[src/rtl/flag_branch_unit.sv]
// Flag register plus a three-state conditional-branch sequencer that owns the 9-bit program counter.
// Optional branch-and-link support (br_link input, lr output) is enabled by defining BRANCH_LINK_EN.
module flag_branch_unit (
  input  logic       clk,
  input  logic       reset_n,
  input  logic [2:0] Z,
  input  logic       loads,
  input  logic       pc_inc,
  input  logic       br_valid,
  output logic       br_ready,
  input  logic [2:0] br_cond,
  input  logic [7:0] br_imm,
  output logic [8:0] pc,
  output logic [2:0] flags,
  output logic       taken,
`ifdef BRANCH_LINK_EN
  input  logic       br_link,
  output logic [8:0] lr,
`endif
  output logic       br_done
);

  typedef enum logic [1:0] {
    S_IDLE   = 2'd0,
    S_EVAL   = 2'd1,
    S_UPDATE = 2'd2
  } state_e;

  typedef enum logic [2:0] {
    C_B   = 3'b000,
    C_BEQ = 3'b001,
    C_BNE = 3'b010,
    C_BLT = 3'b011,
    C_BLE = 3'b100
  } cond_e;

  state_e     state_q, state_d;
  logic [2:0] flags_q;
  logic [2:0] cond_q;
  logic [7:0] imm_q;
  logic       res_q, res_d;
  logic [8:0] pc_q, pc_d;
  logic       taken_q;
  logic       br_done_q;

  logic accept;
  logic eval_en;
  logic commit;

  // ---------------------------------------------------------------------------
  // FSM: state register
  // ---------------------------------------------------------------------------
  // NOTE: sequential state uses non-blocking (<=) so every register samples
  // pre-edge values; blocking here would create order-dependent simulation.
  always_ff @(posedge clk or negedge reset_n) begin
    if (!reset_n) state_q <= S_IDLE;
    else          state_q <= state_d;
  end

  // FSM: next-state logic
  always_comb begin
    // NOTE: default assignment first so no path leaves state_d unassigned,
    // which would otherwise infer a latch.
    state_d = state_q;
    unique case (state_q)
      S_IDLE:   if (br_valid) state_d = S_EVAL;
      S_EVAL:   state_d = S_UPDATE;
      S_UPDATE: state_d = S_IDLE;
      default:  state_d = S_IDLE;
    endcase
  end

  // FSM: output logic
  always_comb begin
    br_ready = 1'b0;
    eval_en  = 1'b0;
    commit   = 1'b0;
    unique case (state_q)
      S_IDLE:   br_ready = 1'b1;
      S_EVAL:   eval_en  = 1'b1;
      S_UPDATE: commit   = 1'b1;
      default:  br_ready = 1'b0;
    endcase
  end

  assign accept = br_ready & br_valid;

  // ---------------------------------------------------------------------------
  // Flag register: loads in any state, so a same-edge load+accept is seen in EVAL
  // while a load during EVAL only lands after the result is already registered.
  // ---------------------------------------------------------------------------
  always_ff @(posedge clk or negedge reset_n) begin
    if (!reset_n)   flags_q <= 3'b000;
    else if (loads) flags_q <= Z;
  end

  // Request capture at accept
  always_ff @(posedge clk or negedge reset_n) begin
    if (!reset_n) begin
      cond_q <= 3'b000;
      imm_q  <= 8'h00;
    end else if (accept) begin
      cond_q <= br_cond;
      imm_q  <= br_imm;
    end
  end

  // ---------------------------------------------------------------------------
  // Condition evaluation against the flag register (Z[0]=zero, N, V)
  // ---------------------------------------------------------------------------
  always_comb begin
    res_d = 1'b0;
    unique case (cond_q)
      C_B:     res_d = 1'b1;
      C_BEQ:   res_d = flags_q[0];
      C_BNE:   res_d = ~flags_q[0];
      C_BLT:   res_d = flags_q[1] ^ flags_q[2];
      C_BLE:   res_d = (flags_q[1] ^ flags_q[2]) | flags_q[0];
      default: res_d = 1'b0;
    endcase
  end

  always_ff @(posedge clk or negedge reset_n) begin
    if (!reset_n)     res_q <= 1'b0;
    else if (eval_en) res_q <= res_d;
  end

  // ---------------------------------------------------------------------------
  // Program counter: branch commit has priority; sequential advance only when
  // idle with no branch request. All arithmetic wraps modulo 512.
  // ---------------------------------------------------------------------------
  logic [8:0] pc_seq;
  logic [8:0] imm_ext;

  assign pc_seq  = pc_q + 9'd1;
  assign imm_ext = {imm_q[7], imm_q};

  always_comb begin
    pc_d = pc_q;
    if (commit) begin
      pc_d = res_q ? (pc_seq + imm_ext) : pc_seq;
    end else if (br_ready && pc_inc && !br_valid) begin
      pc_d = pc_seq;
    end
  end

  always_ff @(posedge clk or negedge reset_n) begin
    if (!reset_n) pc_q <= 9'd0;
    else          pc_q <= pc_d;
  end

  // Resolution outputs: br_done pulses for the cycle after the UPDATE edge
  always_ff @(posedge clk or negedge reset_n) begin
    if (!reset_n) begin
      taken_q   <= 1'b0;
      br_done_q <= 1'b0;
    end else begin
      br_done_q <= commit;
      if (commit) taken_q <= res_q;
    end
  end

`ifdef BRANCH_LINK_EN
  logic       link_q;
  logic [8:0] lr_q;

  always_ff @(posedge clk or negedge reset_n) begin
    if (!reset_n)    link_q <= 1'b0;
    else if (accept) link_q <= br_link;
  end

  // Link address is the fall-through pc, written whether or not the branch is taken
  always_ff @(posedge clk or negedge reset_n) begin
    if (!reset_n)               lr_q <= 9'd0;
    else if (commit && link_q)  lr_q <= pc_seq;
  end

  assign lr = lr_q;
`endif

  assign pc      = pc_q;
  assign flags   = flags_q;
  assign taken   = taken_q;
  assign br_done = br_done_q;

endmodule

[config.mk]
export PLATFORM = sky130hd
export DESIGN_NAME = flag_branch_unit
export DESIGN_NICKNAME = d
export VERILOG_FILES = /design/src/rtl/flag_branch_unit.sv
export SDC_FILE = /design/constraint.sdc
export NUM_CORES = 1
export LEC_CHECK = 0
export ABC_CLOCK_PERIOD_IN_PS = 3000
export CORE_ASPECT_RATIO = 2
export CORE_MARGIN = 5
export CORE_UTILIZATION = 30
export CTS_BUF_LIST = sky130_fd_sc_hd__clkbuf_16
export DETAILED_ROUTE_END_ITERATION = 6
export DONT_BUFFER_PORTS = 1
export GPL_TIMING_DRIVEN = 0
export PLACE_DENSITY = 0.55
export SYNTH_ARGS = -nofsm -noshare
export SYNTH_HDL_FRONTEND = slang
export SYNTH_SLANG_ARGS = --single-unit
[constraint.sdc]
create_clock -name clk -period 3 [get_ports clk]
set_input_delay 0.45 -clock clk [delete_from_list [all_inputs] [get_ports clk]]
set_output_delay 0.45 -clock clk [all_outputs]
set_load 0.005 [all_outputs]
# ---- Yosys cells after proc, flatten, opt, wreduce, memory -nomap -nowiden
# Cells that the tools add are included.
dict set report op_classes {
  add_sub_neg 2
  n_eq_ne 7
  mux 9
  bitwise 4
  reduce_logical 6
}
# cell n
set op_table {}
lappend op_table {{$mux 9} 3}
lappend op_table {{$add 9x1->9 const B} 1}
lappend op_table {{$add 9x9->9} 1}
lappend op_table {{$eq 3x2->1 const B} 2}
lappend op_table {{$pmux 1 s5} 1}
lappend op_table {{$pmux 2 s2} 1}
lappend op_table {{$eq 3x1->1 const B} 1}
lappend op_table {{$eq 3x3->1 const B} 1}
lappend op_table {{$logic_not 3->1} 1}
lappend op_table {{$mux 1} 3}
lappend op_table {{$eq 2x1->1 const B} 1}
lappend op_table {{$eq 2x2->1 const B} 1}
lappend op_table {{$logic_and 1x1->1} 2}
lappend op_table {{$logic_not 2->1} 1}
lappend op_table {{$mux 2} 1}
lappend op_table {{$ne 2x2->1 const B} 1}
lappend op_table {{$reduce_bool 2->1} 1}
lappend op_table {{$and 1x1->1} 1}
lappend op_table {{$logic_not 1->1} 1}
lappend op_table {{$not 1->1} 1}
lappend op_table {{$or 1x1->1} 1}
lappend op_table {{$xor 1x1->1} 1}
dict set report word_totals {
  regBits 28
  in_bits 19
  output_inout_bits 15
}

# ---- Longest topological paths before layout
# Gate-level depths: netlist of the first run.
dict set report logic_depth {
  word_depth 6
  ltp_mapped 11
}

# ---- Worst setup path after synthesis of the first run
# Ideal clock, no wire load.
dict set report synth_timing {
  path_type {register to register}
  startpoint {reg pc_q[0] (netlist: pc[0])}
  endpoint {reg pc_q[8] (netlist: pc[8])}
  setup_time_ns 0.080
  arrival_time_ns 2.329
  t_required_ns 2.920
  slack_ns 0.591
  path_stages_with_launch 11
  synth_period_minus_slack_ns 2.409
  path_cell_list {dfrtp_1 -> and3_1 -> and3_1 -> xor2_1 -> ha_1 -> a21o_1 -> a31oi_1 -> nand2_1 -> a211oi_2 -> mux2i_1 -> xnor2_1}
}
dict set report synth_via {
  elab_chain_cells 4
  elab_cells_between_ends 5
}
# element line
set synth_lines {}
lappend synth_lines {{start, declared} 42} ;# logic [8:0] pc_q, pc_d;
lappend synth_lines {{start signal, assigned} 149} ;# else pc_q <= pc_d;
lappend synth_lines {{$add 9x1->9 (*)} 135} ;# assign pc_seq = pc_q + 9'd1;
lappend synth_lines {{$add 9x9->9} 141} ;# pc_d = res_q ? (pc_seq + imm_ext) : pc_seq;
lappend synth_lines {{$mux 9} 141}
lappend synth_lines {{$mux 9 (*)} 140} ;# if (commit) begin
# Every way passes the cells marked *; elsewhere a longest branch is shown, timed or not. The select of a mux whose other input is x is not followed.
# A chain may end at the register's enable or synchronous reset.

# ---- Worst setup path in the final report of the first run
# Ends and elaborated chain as after synthesis.

==> results.cfg, run 1 <==
[route]
remaining_drc_errors = 0
drt-total-wl_um = 3800
drt_first_pass_iters = 4
drtIter0Drc = 26
viasPerCell = 5.27
post_drt_wl_per_cell_um = 16.8
ant_nets = 0
vias = 1190

[power]
p_sw_uw = 818
powerDensity_mw_per_mm2 = 1090
ir_drop_mv = 0.487
power.share.clock = 0.200
intPower_uw = 1200
seqPwrFrac = 0.329
combPwrFrac = 0.472
power_switching_share = 0.405
static-leakage-power_uw = 0.000830

[setup_path]
critPathCaptureType = flip-flop
critPathMaxFanout = 6
crit_path_cell_trace = ha_1 > nand3_1 > nor2_2 > xor2_1 > ha_1 > o21ai_1 > nand2b_1 > a211oi_1 > a211oi_2 > mux2i_1 > xnor2_1
crit_buf_inv = 0
required_ns = 3.20
critical_path_class = reg2reg
crit_path_frequent_cell = ha_1
crit_arrival_ns = 2.93
start_kind = flip-flop
critical-path-top-delay-family = compound AO/OA/AOI/OAI gates
cpPeakStageDelay_ns = 0.45
slowest_stage = dfrtp_1

[yosys]
synth_nets = 190
synth_area_leaders = dfrtp_1 (43%), mux2_2 (9.6%), ha_1 (7.7%), xor2_1 (4.8%), a21oi_1 (3.4%)
ys_types = 34
ys_seq_area_frac = 0.428
yosysTopAreaCellShare = 0.428
ys_ff_latch = 28
yosys_warnings = 0
synth_top_cell_by_area = dfrtp_1
avgSynthCellArea_um2 = 10.2
syn_area_mm2 = 0.00164
synthCells = 160

[place]
place_hpwl_um = 3000
routabilityCongestion = 0.816
port_buffers = 0
place_ws_ns = 0.182

[sta]
relSlewSlack = 0.344
period_share = 0.912
tns_ns = 0
final-hold-violation-count = 0
rsz0062_at_grt = no
finalWorstSetupSlack_ns = 0.265
setup_violations = 0
max_freq_mhz = 366
final-max-slew-violation-count = 0
skew_ns = 0.00563
tightest_slew_ns = 0.976
finalCriticalPeriod_ns = 2.73

[cts]
numCtsBuffers = 3
clk_path_buf_depth = 2
cts_setup_buffers = 0
cts_tree = built
ctsHtreeMaxLevel = 1
cts_root_buf = clkbuf_16
cts.sinks = 28
clkLatencyLatePin_ns = 0.27
clk_pin_slew_worst_paths_ns = 0.07

[floorplan]
io_pins = 34
fp.dieW_um = 62.2
die_h_um = 114
core_area_mm2 = 0.00537
start_util = 0.304
rows = 38
die-area_mm2 = 0.00712

[cells_and_area]
syn2layout_area_growth_pct = 13.0
antenna_cells = 0
mostFrequentLayoutCells = dfrtp_1 (28), mux2_2 (14), nand2_1 (13)
final_common_cell = dfrtp_1
num-nets-final = 197
drive_above_1_share = 0.139

[run_status]
status = complete, no violations

[worst_hold_path]
worstHoldPathType = in2reg

[grt]
antenna_found_initial = 0
grt_max_degree = 29
gr-total-overflow = 0
track_usage = 0.114
grt_pass1_wl_um = 6380
grt_pass1_vias = 1302

[job]
cap_viol_max_count = 0
cell type report:
type,count,area (um^2)
Tap cell,60,75.1
Fill cell,553,3520
Inverter,8,30.0
Clock inverter,1,30.0
Sequential cell,28,701
Clock buffer,3,75.1
Buffer,3,12.5
Multi-Input combinational cell,121,895
Timing Repair Buffer,2,30.0
state kept, by name, summed over array words and instances, names as in the netlist:
signal / cells
taken: 1
cond_q: 3
pc: 9
state_q: 2
flags: 3
res_q: 1
br_done: 1
imm_q: 8
synth_stat cells, drive strengths merged:
cell type,number
clkbuf,2
o21ai,10
a221oi,1
ha,10
mux2i,1
nand2,13
a31oi,2
inv,8
o21bai,1
nor2,9
and3,4
mux2,14
a211oi,3
dfrtp,28
o2111ai,1
nor4b,1
a21o,2
fa,1
nand3b,1
a21oi,11
nand2b,1
nand3,4
a22o,1
nor3,5
buf,1
o21a,1
xor2,9
and2b,2
and2,1
o22ai,4
xnor2,4
nor2b,2
o221ai,2
path summary, 6_finish.rpt:
path | to | slack, ns | start | depth (start not counted)
setup reg to reg | pc[8]$_DFFE_PN0P_ | 0.27 | pc[0]$_DFFE_PN0P_ | 11
hold reg to reg | pc[8]$_DFFE_PN0P_ | 0.51 | pc[8]$_DFFE_PN0P_ | 1
min in group asynchronous | imm_q[5]$_DFFE_PN0P_ | 0.61 | reset_n | 2
max in group asynchronous | pc[6]$_DFFE_PN0P_ | 2.22 | reset_n | 2
hold / removal | imm_q[1]$_DFFE_PN0P_ | 0.30 | br_imm[1] | 2
setup / recovery | pc[8]$_DFFE_PN0P_ | 0.27 | pc[0]$_DFFE_PN0P_ | 11
kinds of logic (layout without fill, tap and decap cells):
group                      count (synthesis)  in the layout  share of synthesized area
and+or+nand+nor                           43             43                      0.135
AOI/OAI and AO/OA                         39             39                      0.149
DFF                                       28             28                      0.428
muxes                                     15             15                      0.103
xor gates and xnor gates                  13             13                     0.0696
adders and majority gates                 11             11                     0.0888
buffers and inverters                     11             17                     0.0260
what timing repair did:
| action | CTS | global route |
|---|---|---|
| hold endpoints to repair | 28 | 0 |
| setup endpoints to repair | 0 | 1 |
| resized for setup | 0 | 2 |
| hold buffers | 2 | 0 |
metal layers:
metal	track usage	up-vias	wire, um
li1	-	590	-
met1	0.110	573	1350
met2	0.220	20	2170
met3	0.0206	7	158
met4	0.0637	0	125
met5	0	-	0
power groups by stage:
stage	clock, uW	sequential [uW]	combinational (uW)
floorplan	0	624	752
global placement	0	671	931
detailed placement	0	673	943
CTS	412	665	962
global route	430	689	1090
finish	403	663	952
metrics by stage:
stage / area (um^2) / power [uW] / hold slack, ns / cells / utilization
floorplan: 1640 / 1380 / 0.154 / 160 / -
global placement: 1710 / 1600 / 0.155 / 220 / 0.318
detailed placement: 1710 / 1620 / 0.155 / 220 / 0.318
CTS: 1850 / 2040 / 0.299 / 226 / 0.344
global route: 1850 / 2210 / 0.316 / 226 / 0.344
finish: 1850 / 2020 / 0.302 / 226 / 0.344
(Power assumes the default switching activity.)
==> run 2: changes to the inputs <==
--- a/config.mk
+++ b/config.mk
@@ -8,12 +8,13 @@
 export ABC_CLOCK_PERIOD_IN_PS = 3000
 export CORE_ASPECT_RATIO = 2
 export CORE_MARGIN = 5
-export CORE_UTILIZATION = 30
+export CORE_UTILIZATION = 45
 export CTS_BUF_LIST = sky130_fd_sc_hd__clkbuf_16
 export DETAILED_ROUTE_END_ITERATION = 6
 export DONT_BUFFER_PORTS = 1
 export GPL_TIMING_DRIVEN = 0
-export PLACE_DENSITY = 0.55
+export PLACE_DENSITY = 0.71
+export SKIP_LAST_GASP = 1
 export SYNTH_ARGS = -nofsm -noshare
 export SYNTH_HDL_FRONTEND = slang
 export SYNTH_SLANG_ARGS = --single-unit
==> run 2 against run 1 <==
Compared with the run above: the flow now finishes with violations (hold timing); critical endpoint unchanged; worst hold slack lost 0.30 ns; first-iteration DRC count shrank 58%; largest power group unchanged; combinational power is essentially flat.
==> results.cfg, run 2 (same netlist as run 1, synthesis figures left out) <==
[route]
drtIter0Drc = 11
vias = 1217
drt-total-wl_um = 3630
ant_nets = 0
viasPerCell = 5.69
post_drt_wl_per_cell_um = 16.9
remaining_drc_errors = 0
drt_first_pass_iters = 4

[cells_and_area]
syn2layout_area_growth_pct = 9.87
drive_above_1_share = 0.133
final_common_cell = dfrtp_1
num-nets-final = 196
final_cells = 214
antenna_cells = 0
largest_register_ffs = 9
mostFrequentLayoutCells = dfrtp_1 (27), mux2_2 (14), nand2_1 (13)

[setup_path]
slowest_stage = dfrtp_2
critPathCaptureType = flip-flop
critical_path_class = reg2reg
crit_path_cell_trace = and3_1 > and3_1 > xor2_1 > ha_1 > a21o_1 > a31oi_1 > nand2_1 > a211oi_2 > mux2i_1 > xnor2_1
start_kind = flip-flop
crit_arrival_ns = 2.94
critPathMaxFanout = 6
crit_path_frequent_cell = and3_1
required_ns = 3.19
cpPeakStageDelay_ns = 0.45

[power]
ir_drop_mv = 0.490
powerDensity_mw_per_mm2 = 1070
static-leakage-power_uw = 0.000813

[sta]
tns_ns = 0
worst_hold_slack_ns = -0.00136
skew_ns = 0.00463
finalCriticalPeriod_ns = 2.75
rsz0062_at_grt = no
final-max-slew-violation-count = 0
tightest_slew_ns = 0.856
relSlewSlack = 0.425
final-hold-violation-count = 7
max_freq_mhz = 364
period_share = 0.917
setup_violations = 0

[floorplan]
io_pins = 34
start_util = 0.458
core_area_mm2 = 0.00357
fp.dieW_um = 52.6
rows = 31
die_h_um = 95.3
die-area_mm2 = 0.00501

[run_status]
violations = hold timing
status = finished, violations left

[cts]
clk_pin_slew_worst_paths_ns = 0.07
clkLatencyLatePin_ns = 0.26
ctsHtreeMaxLevel = 1
cts_root_buf = clkbuf_16
cts.sinks = 28
cts_tree = built
clk_path_buf_depth = 2
numCtsBuffers = 3
cts_setup_buffers = 0

[place]
routabilityCongestion = 0.841
place_hpwl_um = 2880
port_buffers = 0
placed_cells = 209

[grt]
track_usage = 0.163
gr-total-overflow = 0
grt_pass1_vias = 1324
grt_pass1_wl_um = 6050
antenna_found_initial = 0
grt_max_degree = 29

[job]
cap_viol_max_count = 0

[worst_hold_path]
worstHoldPathType = in2async
==> run 2: per-stage QoR <==
step	cell area [um^2]	hold slack (ns)	power [uW]	worst slack, ns	util
after floorplan	1640	0.154	1380	0.591	-
after global placement	1700	0.155	1580	0.258	0.475
after detailed placement	1700	0.155	1610	0.210	0.475
after CTS	1800	0.00735	1930	0.187	0.503
after global routing	1800	0.00549	2100	0.00855	0.504
final	1800	-0.00136	1920	0.250	0.504
==> run 2: final timing paths <==
kind                                              end  cells after the start               from  slack [ns]
worst max-delay path                pc[8]$_DFFE_PN0P_                     10  pc[0]$_DFFE_PN0P_        0.25
worst min-delay path                res_q$_DFFE_PN0N_                      1            reset_n      -0.001
worst max register to register      pc[8]$_DFFE_PN0P_                     10  pc[0]$_DFFE_PN0P_        0.25
worst min register to register      pc[8]$_DFFE_PN0P_                      1  pc[8]$_DFFE_PN0P_        0.51
max in group asynchronous           pc[0]$_DFFE_PN0P_                      1            reset_n        2.83
min in group clk                cond_q[2]$_DFFE_PN0P_                      2         br_cond[2]        0.31
==> run 2: where the power goes <==
| group | leakage [uW] | internal [uW] | switching, uW |
|---|---|---|---|
| logic | 0.000445 | 436 | 515 |
| registers | 0.000330 | 500 | 160 |
| clock network | 0.0000385 | 179 | 127 |
| total | 0.000813 | 1110 | 802 |
==> run 2: layout make-up <==
| type | count | area, um^2 |
|---|---|---|
| multi-input cells | 121 | 892 |
| clock inverters | 1 | 3.75 |
| fillers | 359 | 1770 |
| repair buffers | 1 | 20.0 |
| well taps | 49 | 61.3 |
| flip-flops and latches | 28 | 702 |
| plain buffers | 3 | 12.5 |
| clock buffers | 3 | 75.1 |
| inverters | 8 | 30.0 |
==> run 2: layer usage <==
metal	wire, um	global-route usage	vias to the layer above
met3	233	0.0516	9
met2	1980	0.289	33
met4	121	0.0682	0
met5	0	0	-
li1	-	-	581
met1	1290	0.172	594
==> run 2: critical path, delay by kind of cell, from the launching register on <==
family                   cells  cell delay [ns]
AO/OA/AOI/OAI                3             0.70
XOR/XNOR                     2             0.29
AND/OR/NAND/NOR              3             0.64
adder cells (fa/ha/maj)      1             0.35
multiplexers                 1             0.24
flip-flops                   1             0.45
==> run 2: repair_timing <==
| item | CTS | global route |
|---|---|---|
| endpoints found under the setup margin | 0 | 1 |
| gates resized for setup | 0 | 1 |
| endpoints found under the hold margin | 28 | 0 |
| hold buffers | 1 | 0 |
==> RTL change 1: new RTL, config.mk and constraints of run 2 <==
The option `BRANCH_LINK_EN` is turned on by a define.
--- a/src/rtl/flag_branch_unit.sv
+++ b/src/rtl/flag_branch_unit.sv
@@ -2,2 +2,4 @@
 // Optional branch-and-link support (br_link input, lr output) is enabled by defining BRANCH_LINK_EN.
+`define BRANCH_LINK_EN
+
 module flag_branch_unit (
Ports: changed (added br_link and lr); port bits go from 34 to 44. The function was not compared with the original's and may differ.
==> RTL change 1 against run 2 <==
  * Total power rose by 32%
  * Routed wire length rose by 16%
  * Area after synthesis rose by 23%
  * Sequential cell count rose by 10
  * Hold slack improved by 0.0072 ns
  * Highest routed layer unchanged
  * Clock skew fell by 0.0015 ns
  * Fmax fell by 0.59%
  * Largest power group unchanged
  * Setup slack got worse by 0.016 ns
  * Cell area rose by 28%
  * Critical path type unchanged
==> RTL change 1: results (changes against run 2) <==
clk tree area frac=8.25% (was 4.39%); Leak=1.02 nW (was 0.813 nW); VDD IR max=0.587 mV (was 0.490 mV); Placed Area=2070 um2 (was 1700 um2); Filler cells=427 (was 359); met2 Resource Use GR=30.1% (was 28.9%); post-synth net total=220 (was 190); met1 Use GR=14.1% (was 17.2%); Place WS=0.150 ns (was 0.210 ns); nets=228 (was 196); wire per inst=16.7 um (was 16.9 um); first-pass GRT wire length=7160 um (was 6050 um); Non-clock buffering overhead=1.80% (was 1.81%); number of global-route vias before repair=1,524 (was 1,324); Reg area=953 um2 (was 702 um2); Tot GR Track Use=15.6% (was 16.3%); post-synth cell types=37 (was 34); vias per cell=5.43 (was 5.69); Seq Cell Count=38 (was 28); Slew headroom=70.0% (was 42.5%); Final Util=52.8% (was 50.4%); top cells by count, synth=38 x dfrtp_1, 16 x o21ai_1, 15 x nor2_1 (was 28 x dfrtp_1, 14 x mux2_2, 13 x nand2_1); worst-path fanout max=7 (was 6); Placed Cells incl. Taps=243 (was 209); gp weighted congestion=0.786 (was 0.841); HPWL after DPL=3410 um (was 2880 um); #MultiIn Comb=138 (was 121); status=completed (was finished with violations); clock buffer count=5 (was 3); sequential element share of the synthesized area=47.4% (was 42.8%); design area=2290 um2 (was 1800 um2); share of layout cells above drive strength 1=12.1% (was 13.3%)
==> RTL change 1: cell types whose count changed after synthesis, moves of 2 or more <==
| cell | before | now |
|---|---|---|
| o21ai_1 | 0 | 16 |
| mux2_1 | 0 | 13 |
| dfrtp_1 | 28 | 38 |
| mux2_2 | 14 | 7 |
| o21ai_0 | 10 | 3 |
| nor2_1 | 9 | 15 |
| xnor2_1 | 4 | 8 |
| xor2_1 | 9 | 5 |
| o22ai_1 | 4 | 1 |
| a22oi_1 | 0 | 2 |
| a31oi_1 | 2 | 0 |
| mux2i_1 | 1 | 3 |
| nor3_1 | 5 | 3 |
| o221ai_1 | 2 | 0 |
==> RTL change 1: cell families (layout without fill, tap and decap cells) <==
| kind of cell | Yosys count | after routing | synth area share (%) |
|---|---|---|---|
| AOI/OAI and AO/OA | 42 | 42 | 12.5 |
| xor gates and xnor gates | 13 | 13 | 5.68 |
| adders and majority gates | 11 | 11 | 7.24 |
| buffers and inverters | 13 | 22 | 2.56 |
| DFF | 38 | 38 | 47.4 |
| muxes | 23 | 23 | 12.7 |
| and+or+nand+nor | 49 | 49 | 11.9 |
==> RTL change 1: critical path: stages, from the launching register on <==
cell and delay, ns:
dfrtp_2 0.43, and3_1 0.24, nand2_1 0.09, nor2_1 0.20, xor2_1 0.24, ha_1 0.31
a2111o_1 0.43, o22ai_2 0.13, mux2i_1 0.27, mux2i_1 0.24, xnor2_1 0.13
==> RTL change 1: routing by layer <==
layer / wire (um) / vias to the layer above / share of wire, %
li1: - / 674 / -
met1: 1430 / 658 / 34
met2: 2460 / 31 / 58
met3: 249 / 6 / 5.9
met4: 77 / 0 / 1.8
met5: 0 / - / 0
==> RTL change 2: new RTL, flow settings as in run 2 <==
Without the edit above. Encoding of `state_e`: now one-hot (3 bits for 3 states).
--- a/src/rtl/flag_branch_unit.sv
+++ b/src/rtl/flag_branch_unit.sv
@@ -22,6 +22,6 @@
 
-  typedef enum logic [1:0] {
-    S_IDLE   = 2'd0,
-    S_EVAL   = 2'd1,
-    S_UPDATE = 2'd2
+  typedef enum logic [2:0] {
+    S_IDLE   = 3'b001,
+    S_EVAL   = 3'b010,
+    S_UPDATE = 3'b100
   } state_e;
Function: same outputs for any inputs over 10 cycles, from zero or initial values and one cycle with reset_n low; not proved beyond that.
==> RTL change 2 against run 2 <==
  * Cell area is 14% higher
  * Clock skew up 0.0023 ns
  * Area after synthesis is 11% higher
  * Count of clock-buffer cells in the layout increased by 2
  * Sequential cell count grew 1
  * Non-clock buffer count increased by 4
  * Total power grew 34%
  * Routed wire length up 11%
  * Clock power increased by 50%
  * Setup slack worse by 0.050 ns
  * Largest cell class unchanged
==> RTL change 2: results (changes against run 2) <==
CP top delay family=simple AND/OR/NAND/NOR gates (was compound AO/OA/AOI/OAI gates); HPWL after DPL=3090 um (was 2880 um); Placed Cells incl. Taps=236 (was 209); Cells after Synth=185 (was 160); share of layout cells above drive strength 1=16.4% (was 13.3%); Final Skew=0.00697 ns (was 0.00463 ns); worst reg2reg path depth=11 (was 10); worst flop-to-flop path startpoint=pc[2]$_DFFE_PN0P_ (was pc[0]$_DFFE_PN0P_); Slew @ Worst Pin=0.638 ns (was 0.856 ns); NetSw=0.00109 W (was 0.000802 W); 1st-iter DRT viols=17 (was 11); Leak=0.841 nW (was 0.813 nW); clock slew at the register clock pins of the worst setup and hold paths=0.05 ns (was 0.07 ns); number of global-route vias before repair=1,508 (was 1,324); gp weighted congestion=0.842 (was 0.841); mux contribution to synthesized area=10.9% (was 10.3%); htree depth=2 (was 1); status=completed (was finished with violations); sequential element share of the synthesized area=40.1% (was 42.8%); wire per inst=16.3 um (was 16.9 um); Adder-Cell Fraction of Synth Area=8.01% (was 8.88%); Data arrival, critical path=2.96 ns (was 2.94 ns); Critical Path Max Stage Delay=0.48 ns (was 0.45 ns); drt pass-1 iters=4 (unchanged); Seq group=0.000755 W (was 0.000660 W); CP max stage cell=dfrtp_1 (was dfrtp_2); top cells by count, synth=28 x dfrtp_1, 16 x a21oi_1, 15 x nor2_1 (was 28 x dfrtp_1, 14 x mux2_2, 13 x nand2_1); Gate power share=52.8% (was 49.6%); core area=3880 um2 (was 3570 um2); Place WS=0.195 ns (was 0.210 ns); compound-gate portion of the synthesized area=15.3% (was 14.9%); slack of the critical path=0.200 ns (was 0.250 ns); post-synth net total=215 (was 190); nets=224 (was 196); Synth Area in XOR/XNOR=4.83% (was 6.96%); post-synth cell types=43 (was 34); final hold slack=0.0195 ns (was -0.00136 ns); Num CTS Buffers=5 (was 3); final WL=4020 um (was 3630 um); VDD IR max=0.712 mV (was 0.490 mV); vias per cell=5.69 (about the same); first-pass GRT wire length=6770 um (was 6050 um); worst-path fanout max=7 (was 6)
-- RTL change 2: what timing repair did --
item                       CTS  global route
setup endpoints to repair    0             1
hold endpoints to repair    28             0
resized for setup            0             1
hold buffers                 2             0
-- RTL change 2: per-layer routing --
| layer | up-vias | share of wire, % | global-route usage (%) |
|---|---|---|---|
| li1 | 684 | - | - |
| met1 | 675 | 36 | 17.0 |
| met2 | 29 | 55 | 29.5 |
| met3 | 12 | 5.4 | 5.40 |
| met4 | 0 | 4.0 | 9.79 |
| met5 | - | 0 | 0 |
-- RTL change 2: cell type report --
class	instances	area (um2)
flip-flops and latches	29	727
fillers	368	1840
plain buffers	6	30.0
inverters	6	22.5
well taps	51	63.8
repair buffers	2	30.0
clock inverters	3	11.3
clock buffers	5	125
multi-input cells	144	1030
-- RTL change 2: per-stage QoR --
stage               total power, W  utilization, %
floorplan                  0.00181               -
global placement           0.00208            48.3
detailed placement         0.00210            48.3
CTS                        0.00259            52.6
global route               0.00280            52.6
finish                     0.00257            52.6
